### src/rtl/tap_lfsr_generator_pkg.sv
// Shared types and helpers for the tap-driven LFSR byte generator.
package rm_pkg;

   typedef enum logic [0:0] {
      ST_IDLE = 1'b0,
      ST_RUN  = 1'b1
   } gen_state_t;

   localparam int          TAP_BYTE_W   = 8;
   localparam logic [31:0] DEFAULT_SEED = 32'hACE1_2F35;

   // Width of the index field taken from each tap slot
   function automatic int tap_idx_w(input int size);
      if (size < 2) begin
         return 1;
      end else begin
         return $clog2(size);
      end
   endfunction

endpackage

### src/rtl/tap_lfsr_generator_feedback.sv
// Combinational feedback for the Fibonacci LFSR: decodes tap slots and XORs the indexed state bits.
module tap_feedback
   import rm_pkg::*;
#(
   parameter int NUM_OF_TAPS = 15,
   parameter int SIZE        = 32
) (
   input  logic [SIZE-1:0]                   state,
   input  logic [NUM_OF_TAPS*TAP_BYTE_W-1:0] taps,
   output logic                              fb
);

   localparam int TW = tap_idx_w(SIZE);

   logic [NUM_OF_TAPS-1:0] hit_s;

   for (genvar k = 0; k < NUM_OF_TAPS; k++) begin : g_slot
      logic [TAP_BYTE_W-1:0] slot_s;
      logic [TW-1:0]         idx_s;

      assign slot_s = taps[k*TAP_BYTE_W +: TAP_BYTE_W];
      assign idx_s  = slot_s[TW-1:0];
      // A zero slot or an index beyond the register width contributes nothing
      assign hit_s[k] = (slot_s != 8'd0) && (32'(idx_s) < SIZE) && state[idx_s];
   end

   assign fb = ^hit_s;

endmodule

### src/rtl/tap_lfsr_generator.sv
// Latches a tap set, runs a Fibonacci LFSR and streams its output as bytes over valid/ready.
// Optional LFSR_LOCKUP_RECOVERY_EN reloads SEED when the register is all-zero and adds a lockup pulse output.
module tap_lfsr_generator
   import rm_pkg::*;
#(
   parameter int          NUM_OF_TAPS = 15,
   parameter int          SIZE        = 32,
   parameter logic [31:0] SEED        = DEFAULT_SEED
) (
   input  logic                              clk,
   input  logic                              res,
   input  logic                              ena,
   input  logic [NUM_OF_TAPS*TAP_BYTE_W-1:0] taps,
   input  logic                              taps_done,
   output logic [7:0]                        dout,
   output logic                              dout_valid,
   input  logic                              dout_ready,
   output logic                              running
`ifdef LFSR_LOCKUP_RECOVERY_EN
   ,
   output logic                              lockup
`endif
);

   gen_state_t                        state_q;
   logic [NUM_OF_TAPS*TAP_BYTE_W-1:0] tap_q;
   logic [SIZE-1:0]                   lfsr_q, lfsr_d;
   logic [6:0]                        sh_q, sh_d;
   logic [2:0]                        bit_cnt_q, bit_cnt_d;
   logic [7:0]                        dout_q;
   logic                              dout_valid_q;
   logic                              running_q;
   logic                              fb_s, out_bit_s, wrap_s, full_s, accept_s, step_s;
`ifdef LFSR_LOCKUP_RECOVERY_EN
   logic                              lockup_q, lockup_d;
`endif

   tap_feedback #(
      .NUM_OF_TAPS (NUM_OF_TAPS),
      .SIZE        (SIZE)
   ) u_tap_feedback (
      .state (lfsr_q),
      .taps  (tap_q),
      .fb    (fb_s)
   );

   always_comb begin
      out_bit_s = lfsr_q[SIZE-1];
      lfsr_d    = {lfsr_q[SIZE-2:0], fb_s};
`ifdef LFSR_LOCKUP_RECOVERY_EN
      lockup_d  = 1'b0;
      if (lfsr_q == '0) begin
         lfsr_d   = SEED[SIZE-1:0];
         lockup_d = 1'b1;
      end else begin
         lockup_d = 1'b0;
      end
`endif
      sh_d      = {sh_q[5:0], out_bit_s};
      bit_cnt_d = bit_cnt_q + 3'd1;
      wrap_s    = (bit_cnt_q == 3'd7);
      full_s    = dout_valid_q && !dout_ready;
      accept_s  = dout_valid_q && dout_ready;
      // Mid-byte steps always proceed; the completing step never overwrites an unaccepted byte
      step_s    = (state_q == ST_RUN) && taps_done &&
                  (!full_s || ((bit_cnt_q != 3'd0) && !wrap_s));
   end

   always_ff @(posedge clk) begin
      if (res) begin
         state_q      <= ST_IDLE;
         tap_q        <= '0;
         lfsr_q       <= '0;
         sh_q         <= 7'd0;
         bit_cnt_q    <= 3'd0;
         dout_q       <= 8'd0;
         dout_valid_q <= 1'b0;
         running_q    <= 1'b0;
`ifdef LFSR_LOCKUP_RECOVERY_EN
         lockup_q     <= 1'b0;
`endif
      end else if (ena) begin
`ifdef LFSR_LOCKUP_RECOVERY_EN
         lockup_q <= 1'b0;
`endif
         case (state_q)
            ST_IDLE: begin
               if (taps_done) begin
                  tap_q     <= taps;
                  lfsr_q    <= SEED[SIZE-1:0];
                  bit_cnt_q <= 3'd0;
                  running_q <= 1'b1;
                  state_q   <= ST_RUN;
               end else begin
                  state_q <= ST_IDLE;
               end
            end
            ST_RUN: begin
               if (!taps_done) begin
                  // Selector went away: drop the partial byte and any pending one
                  dout_valid_q <= 1'b0;
                  bit_cnt_q    <= 3'd0;
                  running_q    <= 1'b0;
                  state_q      <= ST_IDLE;
               end else begin
                  if (step_s) begin
                     lfsr_q    <= lfsr_d;
                     sh_q      <= sh_d;
                     bit_cnt_q <= bit_cnt_d;
`ifdef LFSR_LOCKUP_RECOVERY_EN
                     lockup_q  <= lockup_d;
`endif
                  end else begin
                     lfsr_q <= lfsr_q;
                  end
                  if (step_s && wrap_s) begin
                     dout_q       <= {sh_q, out_bit_s};
                     dout_valid_q <= 1'b1;
                  end else if (accept_s) begin
                     dout_valid_q <= 1'b0;
                  end else begin
                     dout_valid_q <= dout_valid_q;
                  end
               end
            end
            default: begin
               state_q   <= ST_IDLE;
               running_q <= 1'b0;
            end
         endcase
      end else begin
         state_q <= state_q;
      end
   end

   assign dout       = dout_q;
   assign dout_valid = dout_valid_q;
   assign running    = running_q;
`ifdef LFSR_LOCKUP_RECOVERY_EN
   assign lockup     = lockup_q;
`endif

endmodule
### config.mk
export PLATFORM = sky130hd
export DESIGN_NAME = tap_lfsr_generator
export DESIGN_NICKNAME = d
export VERILOG_FILES = /design/src/rtl/tap_lfsr_generator_pkg.sv /design/src/rtl/tap_lfsr_generator_feedback.sv /design/src/rtl/tap_lfsr_generator.sv
export SDC_FILE = /design/constraint.sdc
export NUM_CORES = 1
export LEC_CHECK = 0
export ABC_AREA = 1
export ABC_CLOCK_PERIOD_IN_PS = 4500
export CAP_MARGIN = 5
export CORE_MARGIN = 10
export CORE_UTILIZATION = 45
export DETAILED_ROUTE_END_ITERATION = 16
export GPL_ROUTABILITY_DRIVEN = 1
export PLACE_DENSITY = 0.66
export SLEW_MARGIN = 5
export SYNTH_ARGS = -nofsm -noshare
export SYNTH_HDL_FRONTEND = slang
export SYNTH_SLANG_ARGS = --single-unit
### constraint.sdc
create_clock -name clk -period 4.5 [get_ports clk]
set_input_delay 1.35 -clock clk [delete_from_list [all_inputs] [get_ports clk]]
set_output_delay 1.35 -clock clk [all_outputs]
set_load 0.02 [all_outputs]
---- After elaboration in Yosys (flattened, before gate mapping) ----
Index checks and enable logic that the tools add are counted.
storage, ports and cells
  register bits ........................... 173
  input port bits ......................... 125
  output and inout port bits .............. 10
  word-level logic and storage cells ...... 126
operators by class
  $add $sub $neg .......................... 1
  order comparisons ....................... 15
  equality and inequality tests ........... 7
  muxes and demuxes ....................... 45
  bitwise gates (word level) .............. 1
  reductions and logical operators ........ 49
operators by type and width
  kind                   number
  $reduce_bool A8 Y1     15
  $mux W32               3
  $lt A5 B6 Y1 const B   15
  $bmux W1 S5            15
  $pmux W32 S2           1
  $logic_and A1 B1 Y1    21
  $mux W1                21
  $reduce_xor A15 Y1     1
  $reduce_and A3 Y1      4
  $reduce_and A4 Y1      3
  $mux W3                3
  $ne A2 B2 Y1 const B   3
  $pmux W3 S2            1
  $add A3 B1 Y3 const B  1
  $eq A3 B3 Y1 const B   1
  $logic_not A1 Y1       3
  $ne A3 B1 Y1 const B   1
  $ne A3 B2 Y1 const B   1
  $reduce_bool A3 Y1     1
  $ne A2 B1 Y1 const B   1
  $pmux W1 S2            1
  $logic_or A1 B1 Y1     1
  $not A1 Y1             1

---- Longest topological paths before layout ----
  depth in word-level cells ............... 8
  mapped depth ............................ 22
  mapped depth without buffers ............ 21

---- Modules after synthesis ----
From an unflattened synthesis, not the netlist that was laid out.
unflattened totals
  cells, all modules ...................... 2,155
  area, all modules ....................... 12,857.3 sq um
by module, submodules not included
  module              instances  cells an instance  area each (sq um)  sequential area each (sq um)
  tap_lfsr_generator  1          874                6,700.2            3,463.3
  tap_feedback        1          1,281              6,157.2            0.0

---- Worst setup path before layout ----
Ideal clock, no wire load.
  kind .................................... input -> register
  from .................................... input port taps_done
  to ...................................... register tap_q[0]
  setup time .............................. 137 ps
  arrival time ............................ 2,528 ps
  data required time ...................... 4,363 ps
  slack ................................... 1,834 ps
  stages on the path ...................... 6
  path buffers ............................ 4
  cell sequence ........................... clkbuf_1 -> nand3_1 -> clkbuf_1 -> clkbuf_1 -> clkbuf_1 -> a211oi_1
on the way
  longest elaborated chain between the ends .. 1
RTL lines
  element                             line                      source
  start: declaration                  tap_lfsr_generator.sv:14  input logic taps_done,
  $reduce_and A3 Y1 (no source line)  -
  end signal: assignment              tap_lfsr_generator.sv:89  tap_q <= taps;
  end: declaration                    tap_lfsr_generator.sv:26  logic [NUM_OF_TAPS*TAP_BYTE_W-1:0] tap_q;
Every way passes these cells.
A chain may end at the register's enable or synchronous reset.

---- Worst setup path after layout ----
  from .................................... input port taps_done
  to ...................................... register dout_q[5] (netlist: dout[5])
on the way
  longest elaborated chain between the ends .. 4
RTL lines
  element                                 line                       source
  $logic_and A1 B1 Y1 (2 in series)       tap_lfsr_generator.sv:65   step_s = (state_q == ST_RUN) && taps_done &&
  $logic_and A1 B1 Y1                     tap_lfsr_generator.sv:116  if (step_s && wrap_s) begin
  $reduce_and A4 Y1 (no source line) (*)  -
  end signal: assignment                  tap_lfsr_generator.sv:117  dout_q <= {sh_q, out_bit_s};
  end: declaration                        tap_lfsr_generator.sv:30   logic [7:0] dout_q;
Mark *: on every way between the ends. The rest lies on a longest branch, timed or not.

==> impl_metrics.tcl <==
set metrics [dict create \
    clk_transition_reported_paths_ns 0.08 \
    leakage_uw 0.00539 \
    critical_path.cell_chain "clkdlybuf4s50_1 > ha_1 > nand2_1 > nor2_2 > inv_2 > nor2_2 > inv_2 > nor2_4 > inv_1 > nand2_1 > a21oi_1" \
    setup_tns_ns 0 \
    num_clock_sinks 173 \
    hold_ws_ns 0.466 \
    synth_compound_area_share_pct 23.8 \
    max_slew_margin_pct 27.4 \
    design.final.nets 2059 \
    synthFlopType "sky130_fd_sc_hd__dfxtp_1" \
    die_width_um 183 \
    via_count_of_the_first_global_routing_pass 12100 \
    synth-edff-count 0 \
    floorplan.die_area_um2 33400 \
    n_antenna_cell 0 \
    synth_xor_area_share_pct 0 \
    fp.dieH_um 183 \
    wl_um 42700 \
    drv_cap 0 \
    gpl.final_weighted_congestion 0.951 \
    post_drt_via_cell_ratio 5.82 \
    ctsLongestPathBuffers 2 \
    hold_path.class "reg -> reg" \
    floorplan_core_area_um2 26100 \
    clk-insertion-delay-late_ns 0.46 \
    initialDrtViolationCount 1464 \
    avgRoutedWirePerCell_um 18.7 \
    commonest_cells_after_routing_fill_and_taps_aside "sky130_fd_sc_hd__nand2_1, sky130_fd_sc_hd__nand3_1, sky130_fd_sc_hd__a21oi_1, sky130_fd_sc_hd__dfxtp_1, sky130_fd_sc_hd__nor2_1" \
    grt_use_met2_pct 38.0 \
    syn_avg_cell_area_um2 6.25 \
    starting_density_pct 45.7 \
    fin_worst_skew_ns 0.0141 \
    final_common_cell "sky130_fd_sc_hd__nand2_1" \
    worst_setup_path_end_kind "register" \
    overflow 0 \
    gr-usage-all-layers_pct 24.8 \
    cp.arrival_ns 3.64 \
    yosysWarnings 0 \
    post-route-period-util_pct 74.2 \
    worst-path-buf-inv 4 \
    cp.required_ns 4.80 \
    report.power.total_uw 4510 \
    max-vdd-ir-drop_mv 0.208 \
    rsz0062_at_grt "false" \
    power_density_nw_per_um2 331 \
    cts-buffers-inserted 17 \
    grt_util_met1_pct 34.1 \
    cpPeakStageDelay_ns 0.75 \
    area_delta_synth_final_pct 14.3 \
    combinational_family_with_the_most_area_after_synthesis "simple AND/OR/NAND/NOR gates" \
    family_with_the_most_delay_on_the_worst_path "buffers and inverters" \
    timing.final.hold_violations 0 \
    gate_count_of_the_mapped_netlist 1907 \
    use_met3_pct 5.02 \
    post_synth_fa_ha_maj_area_fraction_pct 0.630 \
    tightestPinTransition_ns 1.09 \
    routed-via-count 13300 \
    antenna_found_initial 0 \
    post-route-min-period_ns 3.34 \
    drcViolationCount 0 \
    post_cts_hold_buffer_count 0 \
    first_pass_iters 6 \
    cts_htree_levels 4 \
    detailedPlacementHpwl_um 27800 \
    timing.critical_path.slowest_stage_cell "sky130_fd_sc_hd__clkdlybuf4s50_1" \
    yosys.cell_types.count 36 \
    cells_resized_by_post_cts_repair 0 \
    critical_path.max_fanout 12 \
    post-cts-setup-buffers 0 \
    synth.net_count 2038 \
    grt_busiest_layer "met2" \
    setup.worst_path.class "in -> reg" \
    timing.final.setup_violations 0 \
    synth_async_sr_flop_share_pct 0 \
    clock.fmax_ghz 0.299 \
    drive_gt1_share_pct 6.08 \
    final_max_slew_viol_count 0 \
    grt_start_max_net_pins 84 \
    run_status "completed" \
    cts.root.buffer_cell "sky130_fd_sc_hd__clkbuf_16" \
    synthMuxAreaShare_pct 0 \
    crit_path_start_kind "input pin" \
    grt_first_pass_wirelength_um 67300 \
    number_of_nets_still_failing_antenna_checks_after_routing 0 \
    synthSimpleGateAreaFrac_pct 35.0 \
    cts_tree "built" \
    ys_seq_elements 173 \
    syn-cell-area_um2 11900 \
    post_synthesis_sequential_area_ratio_pct 29.1 \
    io_pins 135 \
    placement.io_buffers 134 \
    placement_rows 59 \
]
==> sequential cells by signal, indices dropped and copies added, names as in the netlist <==
name,count
bit_cnt_q,3
dout,8
dout_valid,1
lfsr_q,32
running,1
sh_q,7
state_q,1
tap_q,120
==> tightest hold or removal path: stages, from the launching register on <==
cell and delay [ns]:
sky130_fd_sc_hd__dfxtp_1 0.31, sky130_fd_sc_hd__nand2_1 0.06, sky130_fd_sc_hd__a21oi_1 0.05
==> cell type report <==
cell class                      instances  area [um^2]
Clock buffer                           17          425
Sequential cell                       173         3460
Tap cell                              335          419
Fill cell                            2623        12400
Inverter                              133          504
Clock inverter                         15          183
Multi-Input combinational cell       1450         7110
Timing Repair Buffer                  153         1510
==> synthesized netlist by cell type, types with 3 or more instances <==
library cell                 n  share of area [%]
sky130_fd_sc_hd__clkbuf_1   58                1.8
sky130_fd_sc_hd__inv_1      89                2.8
sky130_fd_sc_hd__a31oi_1     3               0.16
sky130_fd_sc_hd__o21ai_1    23               0.97
sky130_fd_sc_hd__ha_1        6               0.63
sky130_fd_sc_hd__nor2_2      6               0.31
sky130_fd_sc_hd__inv_2      43                1.4
sky130_fd_sc_hd__buf_4      10               0.63
sky130_fd_sc_hd__nand2_1   515                 16
sky130_fd_sc_hd__nor2_1    148                4.7
sky130_fd_sc_hd__a211oi_1   79                5.0
sky130_fd_sc_hd__buf_6      23                2.2
sky130_fd_sc_hd__o211ai_1   82                5.2
sky130_fd_sc_hd__a221oi_1   16                1.2
sky130_fd_sc_hd__a21boi_1    5               0.31
sky130_fd_sc_hd__o21ai_0    58                2.4
sky130_fd_sc_hd__nand3_1   270                 11
sky130_fd_sc_hd__nor4_1     16               0.84
sky130_fd_sc_hd__a21oi_1   181                7.6
sky130_fd_sc_hd__o211ai_2    5               0.52
sky130_fd_sc_hd__nand2_2     4               0.21
sky130_fd_sc_hd__a21boi_0    4               0.25
sky130_fd_sc_hd__dfxtp_1   173                 29
sky130_fd_sc_hd__nand4_1    19                1.0
sky130_fd_sc_hd__buf_2      58                2.4
==> metrics by stage <==
| step | std cells | cell area [um^2] | util, % | setup WS (ns) |
|---|---|---|---|---|
| 2_1_floorplan | 1907 | 11900 | - | 1.83 |
| 3_3_place_gp | 2244 | 13000 | 49.9 | 0.769 |
| 3_5_place_dp | 2244 | 13000 | 49.9 | 0.696 |
| 4_1_cts | 2276 | 13600 | 52.3 | 1.17 |
| 5_1_grt | 2276 | 13600 | 52.3 | 0.828 |
| 6_report | 2276 | 13600 | 52.3 | 1.16 |
==> layer usage <==
metal	share of wire, %	vias to the layer above
met5	0	-
met4	2.5	0
met1	43	6000
met2	45	594
li1	-	6566
met3	9.0	94
==> cells by family (layout without fill, tap and decap cells) <==
logic type / Yosys count / count (layout)
buffers and inverters: 284 / 318
adder cells (fa/ha/maj): 6 / 6
flip-flops: 173 / 173
AND/OR/NAND/NOR: 985 / 985
AO/OA/AOI/OAI: 459 / 459
==> power breakdown <==
part | switching (uW) | total (uW) | internal, uW | leakage (uW)
combinational | 691 | 1130 | 443 | 0.00367
clock | 763 | 1570 | 805 | 0.000300
sequential | 194 | 1810 | 1620 | 0.00142
total | 1650 | 4510 | 2860 | 0.00539
==> worst paths after layout <==
kind | startpoint | to | slack (ns) | depth (start not counted)
worst min-delay path | tap_q[79] | tap_q[79] | 0.47 | 2
worst min register to register | tap_q[79] | tap_q[79] | 0.47 | 2
worst max register to register | lfsr_q[16] | lfsr_q[0] | 1.69 | 17
worst max-delay path | taps_done | dout[5] | 1.16 | 11
Power figures use the tool's default switching activity.
